--- config.mk ---
export PLATFORM = sky130hd
export DESIGN_NAME = brm_rate_mult
export DESIGN_NICKNAME = d
export VERILOG_FILES = /design/src/rtl/brm_pkg.sv /design/src/rtl/brm_stage_sel.sv /design/src/rtl/brm_rate_mult.sv
export SDC_FILE = /design/constraint.sdc
export NUM_CORES = 1
export LEC_CHECK = 0
export ABC_AREA = 1
export CORE_UTILIZATION = 30
export DETAILED_ROUTE_END_ITERATION = 10
export PLACE_DENSITY_LB_ADDON = 0.1
export SLEW_MARGIN = 15
export SYNTH_ARGS = -nofsm -noshare
export SYNTH_HDL_FRONTEND = slang
export SYNTH_SLANG_ARGS = --single-unit
export TNS_END_PERCENT = 1
--- constraint.sdc ---
create_clock -name CK -period 9.47 [get_ports CK]
set_input_delay 1.4205 -clock CK [delete_from_list [all_inputs] [get_ports CK]]
set_output_delay 1.4205 -clock CK [all_outputs]
set_load 0.03 [all_outputs]
--- src/rtl/brm_pkg.sv ---
// Shared definitions for the binary rate multiplier.
// Optional feature macro: BRM_PCNT_EN (per-period pulse counter on the top).
package brm_pkg;

  // Widest counter/rate the multiplier supports.
  localparam int BRM_MAX_W = 32;

  // Rate-load handshake state: IDLE accepts a new rate, PEND holds one until wrap.
  typedef enum logic {
    HS_IDLE = 1'b0,
    HS_PEND = 1'b1
  } hs_state_t;

  // Number of consecutive ones starting at bit 0, looking at the low w bits only.
  // A value of w means the low w bits are all ones.
  function automatic int trailing_ones(input logic [BRM_MAX_W-1:0] vec, input int w);
    int   n;
    logic run;
    n   = 0;
    run = 1'b1;
    for (int i = 0; i < BRM_MAX_W; i++) begin
      if (i < w && run && vec[i]) begin
        n = n + 1;
      end else begin
        run = 1'b0;
      end
    end
    return n;
  endfunction

endpackage

--- src/rtl/brm_stage_sel.sv ---
// Stage selector: maps the counter value to a one-hot stage vector.
// Stage k fires when the counter has exactly k trailing ones; the all-ones
// counter value fires no stage and instead raises the wrap flag.
module brm_stage_sel
  import brm_pkg::*;
#(
  parameter int W = 16
) (
  input  logic [W-1:0] cnt,
  output logic [W-1:0] fire,
  output logic         wrap
);

  logic [BRM_MAX_W-1:0] cnt_ext;
  int                   k;

  assign cnt_ext = BRM_MAX_W'(cnt);

  // Decode trailing-ones count into a one-hot fire vector (empty on wrap).
  always_comb begin
    fire = '0;
    wrap = &cnt;
    k    = trailing_ones(cnt_ext, W);
    for (int i = 0; i < W; i++) begin
      fire[i] = !wrap && (k == i);
    end
  end

endmodule

--- src/rtl/brm_rate_mult.sv ---
// Synchronous binary rate multiplier with registered Z/TC outputs and a
// valid/ready rate-load port whose new rate takes effect only at a period wrap.
// Handshake: a rate is transferred on a rising CK edge where RATE_VLD and
// RATE_RDY are both high; RATE_RDY is low while a loaded rate is still pending.
// Optional feature macro: BRM_PCNT_EN adds the PCNT port (pulses in last period).
module brm_rate_mult
  import brm_pkg::*;
#(
  parameter int          W        = 16,
  parameter int unsigned RST_RATE = 0
) (
  input  logic         CK,
  input  logic         RST,
  input  logic         EN,
  input  logic [W-1:0] RATE,
  input  logic         RATE_VLD,
  output logic         RATE_RDY,
  output logic         Z,
  output logic         TC,
  output logic [W-1:0] CNT
`ifdef BRM_PCNT_EN
 ,output logic [W-1:0] PCNT
`endif
);

  logic [W-1:0] cnt;
  logic [W-1:0] rate_act;
  logic [W-1:0] rate_pend;
  logic [W-1:0] rate_rev;
  logic [W-1:0] fire;
  hs_state_t    hs;
  logic         wrap;
  logic         z_q;
  logic         tc_q;
  logic         z_next;
  logic         accept;
  logic         wrap_step;

  brm_stage_sel #(.W(W)) u_stage_sel (
    .cnt  (cnt),
    .fire (fire),
    .wrap (wrap)
  );

  // Rate MSB feeds stage 0 (every second step), LSB feeds the last stage.
  always_comb begin
    rate_rev = '0;
    for (int i = 0; i < W; i++) begin
      rate_rev[i] = rate_act[W-1-i];
    end
  end

  assign z_next    = !wrap && (|(fire & rate_rev));
  assign accept    = RATE_VLD && (hs == HS_IDLE);
  assign wrap_step = EN && wrap;

  // Counter, registered outputs and rate-load handshake state.
  always_ff @(posedge CK) begin
    if (RST) begin
      cnt       <= '0;
      rate_act  <= W'(RST_RATE);
      rate_pend <= '0;
      hs        <= HS_IDLE;
      z_q       <= 1'b0;
      tc_q      <= 1'b0;
    end else begin
      if (EN) begin
        cnt  <= cnt + W'(1);
        z_q  <= z_next;
        tc_q <= wrap;
      end else begin
        z_q  <= 1'b0;
        tc_q <= 1'b0;
      end
      if (wrap_step) begin
        // Period boundary: the only point where the active rate may change.
        if (hs == HS_PEND) begin
          rate_act <= rate_pend;
          hs       <= HS_IDLE;
        end else if (accept) begin
          rate_act <= RATE;
        end
      end else if (accept) begin
        rate_pend <= RATE;
        hs        <= HS_PEND;
      end
    end
  end

  assign RATE_RDY = (hs == HS_IDLE);
  assign Z        = z_q;
  assign TC       = tc_q;
  assign CNT      = cnt;

`ifdef BRM_PCNT_EN
  logic [W-1:0] pcnt_acc;
  logic [W-1:0] pcnt_q;

  // Count Z pulses within the period; publish the total when the counter wraps.
  always_ff @(posedge CK) begin
    if (RST) begin
      pcnt_acc <= '0;
      pcnt_q   <= '0;
    end else if (EN) begin
      if (wrap) begin
        pcnt_q   <= pcnt_acc + W'(z_next);
        pcnt_acc <= '0;
      end else begin
        pcnt_acc <= pcnt_acc + W'(z_next);
      end
    end
  end

  assign PCNT = pcnt_q;
`endif

endmodule
* After elaboration in Yosys (flattened, before gate mapping) *
Cells that the tools add are included.

storage, ports and cells
  register bits after elaboration = 51
  word-level logic and storage cells = 117

operators by class
  add/subtract/negate cells = 16
  equality and inequality tests = 15
  muxes and demuxes = 33
  bitwise logic cells = 4
  reductions and logical operators = 43

operators by type and width
  kind                   count
  $add 32x2->32 const B  15
  $mux 32                15
  $eq 32x5->1 const B    8
  $eq 32x4->1 const B    4
  $eq 32x3->1 const B    2
  $logic_and 1x1->1      34
  $eq 32x2->1 const B    1
  $logic_not 32->1       1
  $mux 16                2
  $add 16x1->16 const B  1
  $and 16x16->16         1
  $mux 1                 16
  $reduce_and 16->1      1
  $reduce_or 16->1       1
  $reduce_and 2->1       2
  $reduce_or 2->1        2
  $not 1->1              3
  $reduce_bool 2->1      1
  $logic_not 1->1        1

* Logic depth before layout (Yosys ltp) *
  depth in word-level cells = 36
  mapped depth = 65

* Modules after synthesis *
A second synthesis with hierarchy kept.

second synthesis, totals
  cells, all modules = 634
  area total of the unflattened synthesis = 3986.3 um^2

by module, submodules not included
  module         instances  cells each  area an instance (um^2)  seq. area each (um^2)
  brm_rate_mult  1          307         2332.2                   1021.0
  brm_stage_sel  1          327         1654.1                   0.0

* Least setup slack after synthesis *
Ideal clock, no wire load.

  kind = reg-to-reg
  from = reg cnt[0], in the netlist CNT[0]
  to = reg z_q, in the netlist Z
  data arrival time = 8.331 ns
  required time = 9.408 ns
  slack = 1.077 ns
  cell stages (with the launch flop) = 64
  period minus slack after synthesis = 8.393 ns
  cells stage by stage = dfxtp_1 -> ha_1 -> nand2_4 -> nand2_1 -> inv_1 -> nor2_1 -> ha_1 -> inv_1 -> nand3_1 -> nand2_1 -> inv_1 -> ha_1 -> inv_1 -> nand2_1 -> nand2_1 -> inv_1 -> ha_1 -> nand2_1 -> [28 not listed] -> or2_2 -> o21ai_1 -> inv_1 -> ha_1 -> nand2_1 -> o21ai_1 -> ha_1 -> inv_1 -> nand2_1 -> o21ai_2 -> inv_1 -> nor2_1 -> nand2_1 -> o211ai_1 -> nand2_1 -> nand3_1 -> nand2_1 -> nor2_2

on the way
  word-level cells in the longest chain between the ends = 36

ends and longest elaborated chain
  what                                                RTL line                      source
  from (decl)                                         brm_rate_mult.sv:26           logic [W-1:0] cnt;
  from (signal assigned)                              brm_rate_mult.sv:68           cnt <= cnt + W'(1);
  $mux 1                                              brm_pkg.sv:22                 if (i < w && run && vec[i]) begin
  $add 32x2->32 or $logic_and 1x1->1 (tied branches)  brm_pkg.sv:23, brm_pkg.sv:22
  $mux 32 or $mux 1 (tied branches)                   brm_pkg.sv:22
  $add 32x2->32 or $logic_and 1x1->1 (tied branches)  brm_pkg.sv:23, brm_pkg.sv:22
  $mux 32 or $mux 1 (tied branches)                   brm_pkg.sv:22
  $add 32x2->32 or $logic_and 1x1->1 (tied branches)  brm_pkg.sv:23, brm_pkg.sv:22
  $mux 32 or $mux 1 (tied branches)                   brm_pkg.sv:22
  $add 32x2->32 or $logic_and 1x1->1 (tied branches)  brm_pkg.sv:23, brm_pkg.sv:22
  [20 not listed]                                     --
  $mux 32 or $mux 1 (tied branches)                   brm_pkg.sv:22
  $add 32x2->32 or $logic_and 1x1->1 (tied branches)  brm_pkg.sv:23, brm_pkg.sv:22
  $mux 32                                             brm_pkg.sv:22
  $eq 32x2->1, or another cell as far along           brm_stage_sel.sv:25           fire[i] = !wrap && (k == i);
  $logic_and 1x1->1                                   brm_stage_sel.sv:25
  $and 16x16->16                                      brm_rate_mult.sv:53           assign z_next = !wrap && (|(fire & rate_rev));
  $reduce_or 16->1                                    brm_rate_mult.sv:53
  $logic_and 1x1->1 (*)                               brm_rate_mult.sv:53
  to (signal assigned)                                brm_rate_mult.sv:69           z_q <= z_next;
  to (decl)                                           brm_rate_mult.sv:33           logic z_q;

Every way passes the cells marked *; elsewhere a longest branch is shown, timed or not.
A chain may end at the register's enable or synchronous reset.

* Worst setup path after layout *
  from = reg cnt[1], in the netlist CNT[1]
  to = reg z_q, in the netlist Z

on the way
  word-level cells in the longest chain between the ends = 35

ends and longest elaborated chain
  what                                                RTL line
  $logic_and 1x1->1                                   brm_pkg.sv:22
  $mux 32 or $mux 1 (tied branches)                   brm_pkg.sv:22
  $add 32x2->32 or $logic_and 1x1->1 (tied branches)  brm_pkg.sv:23, brm_pkg.sv:22
  $mux 32 or $mux 1 (tied branches)                   brm_pkg.sv:22
  $add 32x2->32 or $logic_and 1x1->1 (tied branches)  brm_pkg.sv:23, brm_pkg.sv:22
  $mux 32 or $mux 1 (tied branches)                   brm_pkg.sv:22
  $add 32x2->32 or $logic_and 1x1->1 (tied branches)  brm_pkg.sv:23, brm_pkg.sv:22
  $mux 32 or $mux 1 (tied branches)                   brm_pkg.sv:22
  [19 not listed]                                     --
  $mux 32 or $mux 1 (tied branches)                   brm_pkg.sv:22
  $add 32x2->32 or $logic_and 1x1->1 (tied branches)  brm_pkg.sv:23, brm_pkg.sv:22
  $mux 32                                             brm_pkg.sv:22
  $eq 32x2->1, or another cell as far along           brm_stage_sel.sv:25
  $logic_and 1x1->1                                   brm_stage_sel.sv:25
  $and 16x16->16                                      brm_rate_mult.sv:53
  $reduce_or 16->1                                    brm_rate_mult.sv:53
  $logic_and 1x1->1 (*)                               brm_rate_mult.sv:53

Marked as above.

==> impl_metrics.json <==
{
  "portBuffers": 38,
  "grt_start_max_net_pins": 32,
  "firstDrtPassIters": 7,
  "drt_iter0_drc": 229,
  "relSlewSlack_pct": 28.8,
  "min_to": "rate_act[4]",
  "fin_total_pwr_w": 0.000511,
  "cp-start-kind": "register",
  "critPathMaxStageDelay_ns": 0.39,
  "drc": 1,
  "vias": 4527,
  "grt_pass1_vias": 4411,
  "synthCells": 746,
  "syn_to_final_growth_pct": 16.6,
  "maxCapViolations": 0,
  "cp.buffers_inverters": 15,
  "vdd.ir_drop.worst_mv": 0.0915,
  "die_y_um": 126,
  "synth_seq_cells": 51,
  "layout-drive-gt1-share_pct": 13.1,
  "ff2ff_path_depth": 64,
  "grt.total_usage_pct": 15.7,
  "outcome": "complete, but fails checks",
  "dp_hpwl_um": 9300,
  "floorplan.initialDensity_pct": 31.1,
  "clkTransAtPathRegs_ns": 0.07,
  "fp.dieW_um": 126,
  "n_fill_cell": 1654,
  "worstSetupPathType": "reg -> reg",
  "netlist_area_um2": 4590,
  "yosys.area.top_type": "dfxtp_1",
  "worstPathRequired_ns": 9.71,
  "cp_common_cell": "nand2_1",
  "synth_top_area_share_pct": 22.3,
  "ant_nets": 0,
  "post-cts-setup-buffers": 0,
  "min_from": "rate_act[4]",
  "antenna_found_initial": 0,
  "hold_viol": 0,
  "rrSetupSlack_ns": 0.84,
  "grt-ovfl-total": 0,
  "arrival_ns": 8.87,
  "cts_sinks": 51,
  "seq_area_frac_synth_pct": 22.3,
  "fmax_mhz": 116,
  "violations": "DRC",
  "fin_nets": 813,
  "gp_congestion": 0.803,
  "setup_viol": 0,
  "hold_class": "reg -> reg",
  "r2r-end": "Z",
  "fin_hold_ws_ns": 0.464,
  "fin_crit_ns": 8.63,
  "synth.distinct_cells": 40,
  "slew_violations": 0,
  "rr_startpoint": "CNT[1]",
  "pin_count": 39,
  "place_inst": 954,
  "tightest_slew_ns": 1.06,
  "htree_levels": 2,
  "routed_wl_um": 11800,
  "cp_top_family": "adder cells",
  "final_area_um2": 5350,
  "skew_ns": 0.00537,
  "ys_warn_count": 0,
  "leakage_nw": 2.35,
  "p_per_area_nw_per_um2": 95.5,
  "numCtsBuffers": 5,
  "cp_max_fo": 6,
  "endpoint_kind": "register",
  "critPathSlowestCell": "dfxtp_2",
  "timing.final.crit_share_pct": 91.1,
  "die_area_um2": 15800,
  "cts.path.max_buffers": 2,
  "syn_area_per_cell_um2": 6.15,
  "diodes": 0,
  "clk_latency_ns": 0.29,
  "vias_per_cell": 4.71,
  "placed_cell_area_um2": 5150,
  "grt_pass1_wl_um": 20600,
  "stdcell_count": 962,
  "synth_area_leaders": "dfxtp_1 (22%), nand2_1 (15%), inv_1 (9.2%)",
  "rows": 44,
  "post_drt_wl_per_cell_um": 12.3,
  "whs_path_depth": 2,
  "cts_root_buf": "clkbuf_16",
  "syn_nets": 782,
  "coreArea_um2": 14800,
  "cts_tree": "yes"
}
cell type report:
class,count,area [um2],share of cell area [%]
Clock buffer,6,139,2.60
Timing Repair Buffer,39,388,7.25
Multi-Input combinational cell,559,3080,57.5
Sequential cell,51,1030,19.2
Clock inverter,2,38.8,0.725
Tap cell,184,230,4.30
Inverter,121,454,8.49
per-stage QoR:
step	TNS, ns	setup WS, ns	util (%)
after detailed placement	0	0.566	34.9
final	0	0.841	36.3
after global placement	0	0.866	34.9
after CTS	0	0.524	36.1
after floorplan	0	1.08	-
after global routing	-0.00373	-0.00373	36.3
cells in the final DEF (no fill, tap or decap), types with 9 or more instances in the layout:
| cell type | netlist | final |
|---|---|---|
| o21ai_0 | 26 | 26 |
| nand3_2 | 17 | 17 |
| o21a_1 | 13 | 13 |
| nand2_1 | 181 | 181 |
| nor3_1 | 11 | 10 |
| nand4_1 | 12 | 12 |
| a21oi_1 | 17 | 17 |
| nand2_4 | 19 | 19 |
| nand3b_1 | 9 | 9 |
| nand2_2 | 17 | 17 |
| nand3_1 | 62 | 62 |
| dfxtp_1 | 51 | 49 |
| nor2_2 | 12 | 13 |
| clkdlybuf4s50_1 | 0 | 38 |
| inv_1 | 113 | 111 |
| ha_1 | 16 | 14 |
| a31oi_1 | 12 | 12 |
| nor2_1 | 102 | 101 |
sequential cells by signal, indices dropped and copies added, names as in the netlist:
signal / count
rate_pend: 16
Z: 1
CNT: 16
TC: 1
rate_act: 16
hs: 1
timing repair:
item,4_1_cts,5_1_grt
hold buffers,0,0
resized for setup,0,10
setup endpoints to repair,0,1
metal layers:
metal	track usage [%]	vias to the layer above	part of all wire, %
met1	22.3	2029	53
met3	1.32	7	1.8
met2	25.9	60	44
li1	-	2431	-
met5	0	-	0
met4	3.16	0	0.97
synth_stat cells:
| master | n |
|---|---|
| o22ai_1 | 1 |
| o21bai_1 | 2 |
| nand3_2 | 17 |
| nand2_2 | 17 |
| a21oi_1 | 17 |
| xnor2_1 | 1 |
| clkbuf_1 | 12 |
| o2111ai_1 | 1 |
| nand2_1 | 181 |
| or2_0 | 1 |
| o211ai_1 | 2 |
| xor2_1 | 2 |
| nor2_4 | 3 |
| clkinv_1 | 2 |
| buf_4 | 2 |
| o21ai_0 | 26 |
| ha_1 | 16 |
| a221oi_1 | 2 |
| nor2_1 | 102 |
| nor3_1 | 11 |
| inv_2 | 6 |
| dfxtp_1 | 51 |
| nand4_1 | 12 |
| and2_1 | 1 |
| buf_1 | 1 |
| o21a_1 | 13 |
| a31oi_1 | 12 |
| o21ai_1 | 4 |
| inv_1 | 113 |
| or2_1 | 1 |
| nor2_2 | 12 |
| a21oi_2 | 1 |
| nand3_4 | 5 |
| nor4_1 | 2 |
| nand3_1 | 62 |
| nand2_4 | 19 |
| nand3b_1 | 9 |
| o21ai_2 | 1 |
| or2_2 | 1 |
| nor2_8 | 2 |
tightest hold or removal path, stage by stage (launching register included):
cell and delay (ns):
dfxtp_1 0.30, inv_1 0.07, a21oi_1 0.06
worst max path at each step:
stage / from / end / slack [ns] / depth (start not counted)
2_1_floorplan: CNT[0] / Z / 1.08 / 63
3_3_place_gp: CNT[0] / Z / 0.87 / 63
3_5_place_dp: CNT[1] / Z / 0.57 / 64
4_1_cts: CNT[0] / Z / 0.52 / 63
5_1_grt: CNT[1] / Z / -0.004 / 64
6_report: CNT[1] / Z / 0.84 / 64
logic make-up (layout without fill, tap and decap cells):
logic type	count (synthesis)	count (layout)	share of synthesized area [%]
AOI/OAI and AO/OA	82	82	10.6
xor gates and xnor gates	3	3	0.573
adders and majority gates	16	16	4.36
buffers and inverters	136	168	11.3
DFF	51	51	22.3
and+or+nand+nor	458	458	50.9
power by group:
part           leakage [nW]  internal [W]  switching, W
logic                  1.84     0.0000255     0.0000428
registers             0.416      0.000221    0.00000631
clock network        0.0875      0.000133     0.0000822
Note: power is estimated with default switching activity, not from simulation.
